`config.mk`:
```
export PLATFORM = sky130hd
export DESIGN_NAME = counter_irq_ctrl
export DESIGN_NICKNAME = d
export VERILOG_FILES = /design/src/rtl/counter_irq_ctrl.sv
export SDC_FILE = /design/constraint.sdc
export NUM_CORES = 1
export LEC_CHECK = 0
export BUFFER_PORTS_ARGS = -buffer_cell sky130_fd_sc_hd__buf_2
export CORE_MARGIN = 10
export CORE_UTILIZATION = 42
export DETAILED_ROUTE_END_ITERATION = 16
export GPL_TIMING_DRIVEN = 0
export PLACE_DENSITY = 0.78
export RECOVER_POWER = 25
export SLEW_MARGIN = 20
export SYNTH_ARGS = -nofsm -noshare
export SYNTH_HDL_FRONTEND = slang
export SYNTH_SLANG_ARGS = --single-unit
```
`constraint.sdc`:
```
create_clock -name Clock -period 1.6 [get_ports Clock]
set_input_delay 0.08 -clock Clock [delete_from_list [all_inputs] [get_ports Clock]]
set_output_delay 0.08 -clock Clock [all_outputs]
set_load 0.03 [all_outputs]
```
`src/rtl/counter_irq_ctrl.sv`:
```
// rtl/counter_irq_ctrl.sv - overflow/underflow interrupt controller with tallies and optional count snapshot
// Snapshot logic is compiled in only when COUNTER_IRQ_SNAPSHOT_EN is defined.
module counter_irq_ctrl #(
    parameter int N  = 17,
    parameter int CW = 8
) (
    input  logic          Clock,
    input  logic          Reset,
    input  logic [N-1:0]  Count_in,
    input  logic          Overflow_intr,
    input  logic          Underflow_intr,
    input  logic [1:0]    Irq_mask,
    input  logic [1:0]    Irq_ack,
    input  logic          Cnt_clr,
    input  logic          Snap_ready,
    output logic [1:0]    Irq_pending,
    output logic          Irq_out,
    output logic [CW-1:0] Ovf_cnt,
    output logic [CW-1:0] Unf_cnt,
    output logic          Snap_valid,
    output logic [N-1:0]  Snap_data,
    output logic          Snap_src,
    output logic          Snap_lost
);

    localparam logic [CW-1:0] CNT_MAX = '1;

    logic [1:0]    pending_q, pending_d;
    logic [CW-1:0] ovf_cnt_q, ovf_cnt_d;
    logic [CW-1:0] unf_cnt_q, unf_cnt_d;
    logic [1:0]    evt;

    assign evt = {Underflow_intr, Overflow_intr};

    always_comb begin
        // A new event beats a simultaneous acknowledge.
        pending_d = (pending_q & ~Irq_ack) | evt;

        ovf_cnt_d = ovf_cnt_q;
        if (Cnt_clr) begin
            ovf_cnt_d = {{(CW-1){1'b0}}, Overflow_intr};
        end else if (Overflow_intr && ovf_cnt_q != CNT_MAX) begin
            ovf_cnt_d = ovf_cnt_q + 1'b1;
        end

        unf_cnt_d = unf_cnt_q;
        if (Cnt_clr) begin
            unf_cnt_d = {{(CW-1){1'b0}}, Underflow_intr};
        end else if (Underflow_intr && unf_cnt_q != CNT_MAX) begin
            unf_cnt_d = unf_cnt_q + 1'b1;
        end
    end

    always_ff @(posedge Clock) begin
        if (Reset) begin
            pending_q <= '0;
            ovf_cnt_q <= '0;
            unf_cnt_q <= '0;
        end else begin
            pending_q <= pending_d;
            ovf_cnt_q <= ovf_cnt_d;
            unf_cnt_q <= unf_cnt_d;
        end
    end

    assign Irq_pending = pending_q;
    assign Irq_out     = |(pending_q & ~Irq_mask);
    assign Ovf_cnt     = ovf_cnt_q;
    assign Unf_cnt     = unf_cnt_q;

`ifdef COUNTER_IRQ_SNAPSHOT_EN
    typedef enum logic {IDLE = 1'b0, HOLD = 1'b1} snap_state_t;

    snap_state_t  state_q;
    logic [N-1:0] snap_data_q;
    logic         snap_src_q;
    logic         snap_lost_q;
    logic         any_evt;

    assign any_evt = |evt;

    always_ff @(posedge Clock) begin
        if (Reset) begin
            state_q     <= IDLE;
            snap_data_q <= '0;
            snap_src_q  <= 1'b0;
            snap_lost_q <= 1'b0;
        end else begin
            if (Cnt_clr) begin
                snap_lost_q <= 1'b0;
            end
            // Overflow wins the source field when both events arrive together.
            case (state_q)
                IDLE: begin
                    if (any_evt) begin
                        snap_data_q <= Count_in;
                        snap_src_q  <= ~Overflow_intr;
                        state_q     <= HOLD;
                    end
                end
                HOLD: begin
                    if (Snap_ready) begin
                        if (any_evt) begin
                            snap_data_q <= Count_in;
                            snap_src_q  <= ~Overflow_intr;
                        end else begin
                            state_q <= IDLE;
                        end
                    end else if (any_evt) begin
                        snap_lost_q <= 1'b1;
                    end
                end
                default: state_q <= IDLE;
            endcase
        end
    end

    assign Snap_valid = (state_q == HOLD);
    assign Snap_data  = snap_data_q;
    assign Snap_src   = snap_src_q;
    assign Snap_lost  = snap_lost_q;
`else
    logic snap_unused;
    assign snap_unused = ^{Snap_ready, Count_in};

    assign Snap_valid = 1'b0;
    assign Snap_data  = '0;
    assign Snap_src   = 1'b0;
    assign Snap_lost  = 1'b0;
`endif

endmodule

```
==> impl_metrics.env, run 1 <==
export IMPL_drive_above_1_share_pct=29.78
export IMPL_cts_tree="yes"
export IMPL_avgSynthCellArea_um2=8.701
export IMPL_die_x_um=71.90
export IMPL_core_um2=2522
export IMPL_clkSlewWorstSetupHoldPaths_ns=0.10
export IMPL_tightestPinTransition_ns=0.5386
export IMPL_start_util_pct=44.84
export IMPL_via_per_inst=5.168
export IMPL_p_per_area_nw_per_um2=647.4
export IMPL_required_ns=1.83
export IMPL_hold_viol_final=0
export IMPL_port_buffers=26
export IMPL_overflow=0
export IMPL_slowest_delay_ns=0.37
export IMPL_groute_usage_overall_pct=10.48
export IMPL_antenna_found_initial=0
export IMPL_hpwl_um=2263
export IMPL_grt_pass1_vias=1037
export IMPL_hold_class="in -> reg"
export IMPL_first_pass_iters=4
export IMPL_cp_max_fo=7
export IMPL_synthFlopType="dfxtp_1"
export IMPL_clock_sinks=18
export IMPL_synthArstFlopShare_pct=0
export IMPL_diodes=0
export IMPL_crit_family="flip-flops"
export IMPL_synth_xor_xnor_area_share_pct=0
export IMPL_die_h_um=71.90
export IMPL_synth_compound_gate_area_share_pct=18.25
export IMPL_netlist_instances=130
export IMPL_areaGrowthSynthToFinish_pct=22.35
export IMPL_setup_violations_final=0
export IMPL_synth_warnings=0
export IMPL_finClkSkew_ns=0.003885
export IMPL_yosys_register_bits=18
export IMPL_fp_row_count=18
export IMPL_syn_cell_area_um2=1131
export IMPL_drc=0
export IMPL_layout_worst_path_cycle_share_pct=91.59
export IMPL_status="finished clean"
export IMPL_io_pins=66
export IMPL_clock_path_buffers=2
export IMPL_postCtsHoldBufs=0
export IMPL_vias=1075
export IMPL_h_tree_depth=1
export IMPL_slew_violations=0
export IMPL_synth_seq_area_share_pct=31.86
export IMPL_start_kind="flop"
export IMPL_cap_violations=0
export IMPL_place_gp_congestion=0.7887
export IMPL_worst_path_max_delay_cell="dfxtp_1"
export IMPL_post_cts_buffers=0
export IMPL_cts_buffers=3
export IMPL_synth_edf_count=0
export IMPL_critPathCaptureType="flop"
export IMPL_grt_max_degree=11
export IMPL_yosysUniqueCellTypes=35
export IMPL_wl_per_cell_um=13.47
export IMPL_fin_ws_ns=0.1345
export IMPL_nets=209
export IMPL_wirelength_um=2802
export IMPL_synth_top_family_by_area="simple AND/OR/NAND/NOR gates"
export IMPL_post_place_ws_ns=0.1598
export IMPL_crit_buf_inv=1
export IMPL_cts_root_buf="clkbuf_4"
export IMPL_yosys_area_share_simple_pct=24.45
export IMPL_synth_mux_area_fraction_pct=3.540
export IMPL_fin_crit_ns=1.465
export IMPL_dr_first_iter_drc_count=97
export IMPL_grt_pass1_wl_um=4671
export IMPL_rsz0062_at_grt="false"
export IMPL_critical_path_arrival_ns=1.70
export IMPL_static_leakage_power_uw=0.0006442
export IMPL_crit_type="reg -> reg"
export IMPL_slew_headroom_pct=63.96
export IMPL_fmax_mhz=682.4
export IMPL_synth_adder_area_share_pct=2.212
export IMPL_peakVddDrop_mv=0.4207
export IMPL_insertion_delay_ns=0.29
export IMPL_ctsResizeCount=0
export IMPL_crit_chain="ha_1 > and3_1 > buf_6 > a211oi_2 > mux2i_1"
export IMPL_dieArea_um2=5169
export IMPL_ant_nets=0
export IMPL_tns_ns=0
layout make-up:
type | instances | area, um^2
timing repair buffer | 26 | 121.4
clock buffer | 3 | 22.52
tap | 30 | 37.54
fill | 258 | 1139
inverter | 5 | 18.77
sequential | 18 | 360.3
buffer | 25 | 200.2
multi-input combinational | 101 | 623.1
kinds of logic after synthesis:
group	count (synthesis)
other	1
buffers and inverters	30
adder cells (fa/ha/maj)	2
AO/OA/AOI/OAI	31
AND/OR/NAND/NOR	44
multiplexers	4
flip-flops	18
worst reg2reg max path, cell delays in order (launching register included):
cell and delay (ns):
dfxtp_1 0.37, ha_1 0.26, and3_1 0.21, buf_6 0.13, a211oi_2 0.24, mux2i_1 0.20
sequential cells by signal, indices dropped and copies added (netlist names):
name         flops
Ovf_cnt          8
Unf_cnt          8
Irq_pending      2
synth_stat cells, types with 3 or more instances:
master | count | area, um^2
buf_4 | 20 | 150.1
mux2i_1 | 4 | 40.04
nand4_1 | 4 | 25.02
and4_1 | 4 | 35.03
a21oi_1 | 15 | 75.07
buf_6 | 4 | 45.04
nor3_1 | 3 | 15.01
o21ai_0 | 3 | 15.01
a31oi_1 | 3 | 18.77
nand2_1 | 8 | 30.03
nor3b_1 | 4 | 30.03
inv_1 | 5 | 18.77
dfxtp_1 | 18 | 360.4
and3_1 | 5 | 31.28
nand3_1 | 3 | 15.01
layout by cell type, fill, tap and decap left out, drive strengths merged, types with 3 or more instances in the layout:
cell and count:
a31oi 3, nand4 4, nor3 4, dfxtp 18
inv 5, a21oi 15, and3 5, conb 20
mux2i 4, nand3 3, clkbuf 11, a211oi 4
and4 4, nor3b 4, buf 43, o21ai 3
nand2 8
per-layer routing:
metal / wire [um] / global-route usage [%]
met5: 0 / 0
met3: 307 / 6.395
met4: 0 / 1.075
met1: 1080 / 10.88
met2: 1414 / 18.24
worst paths after layout:
| check | slack [ns] | start | to | depth (start not counted) |
|---|---|---|---|---|
| max reg2reg | 0.13 | Ovf_cnt[0] | Ovf_cnt[7] | 5 |
| min | 0.03 | Reset | Ovf_cnt[0] | 2 |
| min reg2reg | 0.49 | Ovf_cnt[7] | Ovf_cnt[7] | 2 |
| max | 0.13 | Ovf_cnt[0] | Ovf_cnt[7] | 5 |
metrics by stage:
stage	util [%]	hold slack, ns	power (uW)	std cells	instance area [um^2]
final	54.86	0.02571	895.9	208	1384
after global routing	54.86	0.02321	942.6	208	1384
after CTS	55.21	0.02627	904.3	208	1393
after detailed placement	54.32	0.3495	673.4	205	1370
after global placement	54.32	0.3435	669.4	205	1370
after floorplan	-	0.1491	637.7	149	1202
where the power goes:
group          internal, uW  switching [uW]
Clock                  87.7             143
Combinational          68.9             129
Sequential              457            11.0
Power figures use the tool's default switching activity.
==> inputs of run 2 (changes only) <==
CORE_UTILIZATION = 40   (was 42)
PLACE_DENSITY = 0.75   (was 0.78)
==> impl_metrics.env, run 2 (same netlist as run 1, synthesis figures left out) <==
export IMPL_status="finished clean"
export IMPL_dr_first_iter_drc_count=87
export IMPL_core_um2=2734
export IMPL_groute_usage_overall_pct=9.986
export IMPL_hold_class="in -> reg"
export IMPL_endpoint="Ovf_cnt[7]"
export IMPL_dieArea_um2=5355
export IMPL_drive_above_1_share_pct=30.73
export IMPL_peakVddDrop_mv=0.4381
export IMPL_start_kind="flop"
export IMPL_io_pins=66
export IMPL_antenna_found_initial=0
export IMPL_grt_pass1_wl_um=4443
export IMPL_worstSetupStartpoint="Ovf_cnt[0]"
export IMPL_whs_ns=0.02946
export IMPL_route_met2_wl_um=1379
export IMPL_critical_path_arrival_ns=1.67
export IMPL_ant_nets=0
export IMPL_clock_path_buffers=2
export IMPL_cap_violations=0
export IMPL_r2r_slack_ns=0.16
export IMPL_die_h_um=73.18
export IMPL_p_per_area_nw_per_um2=679.3
export IMPL_cts_root_buf="clkbuf_4"
export IMPL_crit_buf_inv=1
export IMPL_postCtsHoldBufs=0
export IMPL_drc=0
export IMPL_required_ns=1.83
export IMPL_nets=209
export IMPL_static_leakage_power_uw=0.0006524
export IMPL_via_per_inst=4.905
export IMPL_fmax_mhz=692.6
export IMPL_slew_violations=0
export IMPL_vias=1030
export IMPL_die_x_um=73.18
export IMPL_insertion_delay_ns=0.29
export IMPL_final_util_pct=51.21
export IMPL_maxUsedRoutingLayer="met4"
export IMPL_crit_family="flip-flops"
export IMPL_hold_viol_final=0
export IMPL_place_gp_congestion=0.8323
export IMPL_slowest_delay_ns=0.36
export IMPL_cts_buffers=3
export IMPL_first_pass_iters=6
export IMPL_crit_cells=5
export IMPL_r2r_end="Ovf_cnt[7]"
export IMPL_cp_max_fo=7
export IMPL_rsz0062_at_grt="false"
export IMPL_fin_ws_ns=0.1562
export IMPL_cts_tree="yes"
export IMPL_layout_common_cells="buf_4, conb_1, buf_2, dfxtp_1, a21oi_1"
export IMPL_post_place_ws_ns=0.1492
export IMPL_grt_pass1_vias=971
export IMPL_areaGrowthSynthToFinish_pct=23.78
export IMPL_slew_headroom_pct=62.97
export IMPL_tightestPinTransition_ns=0.5535
export IMPL_r2r_cells=5
export IMPL_port_buffers=26
export IMPL_crit_chain="ha_1 > and3_1 > buf_6 > a211oi_2 > mux2i_1"
export IMPL_fin_cells=210
export IMPL_hpwl_um=2190
export IMPL_wl_per_cell_um=13.06
export IMPL_fin_crit_ns=1.444
export IMPL_placedCellCount=206
export IMPL_diodes=0
export IMPL_worst_path_max_delay_cell="dfxtp_2"
export IMPL_wl_met3_um=210
export IMPL_overflow=0
export IMPL_start_util_pct=41.37
export IMPL_critPathCaptureType="flop"
export IMPL_fp_row_count=19
export IMPL_wirelength_um=2742
export IMPL_worstReg2RegStart="Ovf_cnt[0]"
export IMPL_grt_max_degree=11
export IMPL_tns_ns=0
export IMPL_finClkSkew_ns=0.004634
export IMPL_crit_type="reg -> reg"
export IMPL_met1Wirelength_um=1144
export IMPL_setup_violations_final=0
export IMPL_layout_worst_path_cycle_share_pct=90.24
export IMPL_clkSlewWorstSetupHoldPaths_ns=0.11
export IMPL_clock_sinks=18
export IMPL_h_tree_depth=1
## run 2: changes by cell type in the layout (fill, tap and decap cells not counted), sizes merged
cell,before,now
clkbuf,11,12
## run 2: area by class of cell
| class | instances | area (um^2) |
|---|---|---|
| Timing Repair Buffer | 26 | 121.4 |
| Clock buffer | 4 | 36.28 |
| Fill cell | 288 | 1334 |
| Sequential cell | 18 | 361.6 |
| Buffer | 25 | 200.2 |
| Multi-Input combinational cell | 101 | 623.1 |
| Tap cell | 31 | 38.79 |
| Inverter | 5 | 18.77 |
## run 2: per-layer routing
layer / GRT usage, % / vias up
li1: - / 535
met1: 11.24 / 467
met2: 16.52 / 26
met3: 4.626 / 2
met4: 2.532 / 0
met5: 0 / -
## run 2: per-stage QoR
step / total power (uW) / area [um^2]
detailed placement: 672.7 / 1371
finish: 951.1 / 1400
floorplan: 637.7 / 1202
global route: 999.5 / 1400
CTS: 958.9 / 1408
global placement: 669.1 / 1371
## run 2: repair_timing
| action | in CTS | in global routing |
|---|---|---|
| setup endpoints to repair | 0 | 1 |
| gates resized for setup | 0 | 1 |
| buffers inserted | 0 | 0 |
## run 2: worst min-delay path by stage
| stage | start | to | slack [ns] | cells after the start |
|---|---|---|---|---|
| after global placement | Reset | Irq_pending[1] | 0.34 | 2 |
| after global routing | Reset | Ovf_cnt[0] | 0.04 | 2 |
| after detailed placement | Irq_ack[1] | Irq_pending[1] | 0.35 | 3 |
| after floorplan | Reset | Irq_pending[0] | 0.15 | 1 |
| after CTS | Irq_ack[1] | Irq_pending[1] | 0.02 | 3 |
| final | Reset | Ovf_cnt[0] | 0.03 | 2 |
## run 2: report_power, final
part	switching, uW	leakage, uW	total [uW]	internal (uW)
Clock	148	0.0000210	287	139
Sequential	10.7	0.000146	468	458
Combinational	127	0.000485	196	68.6
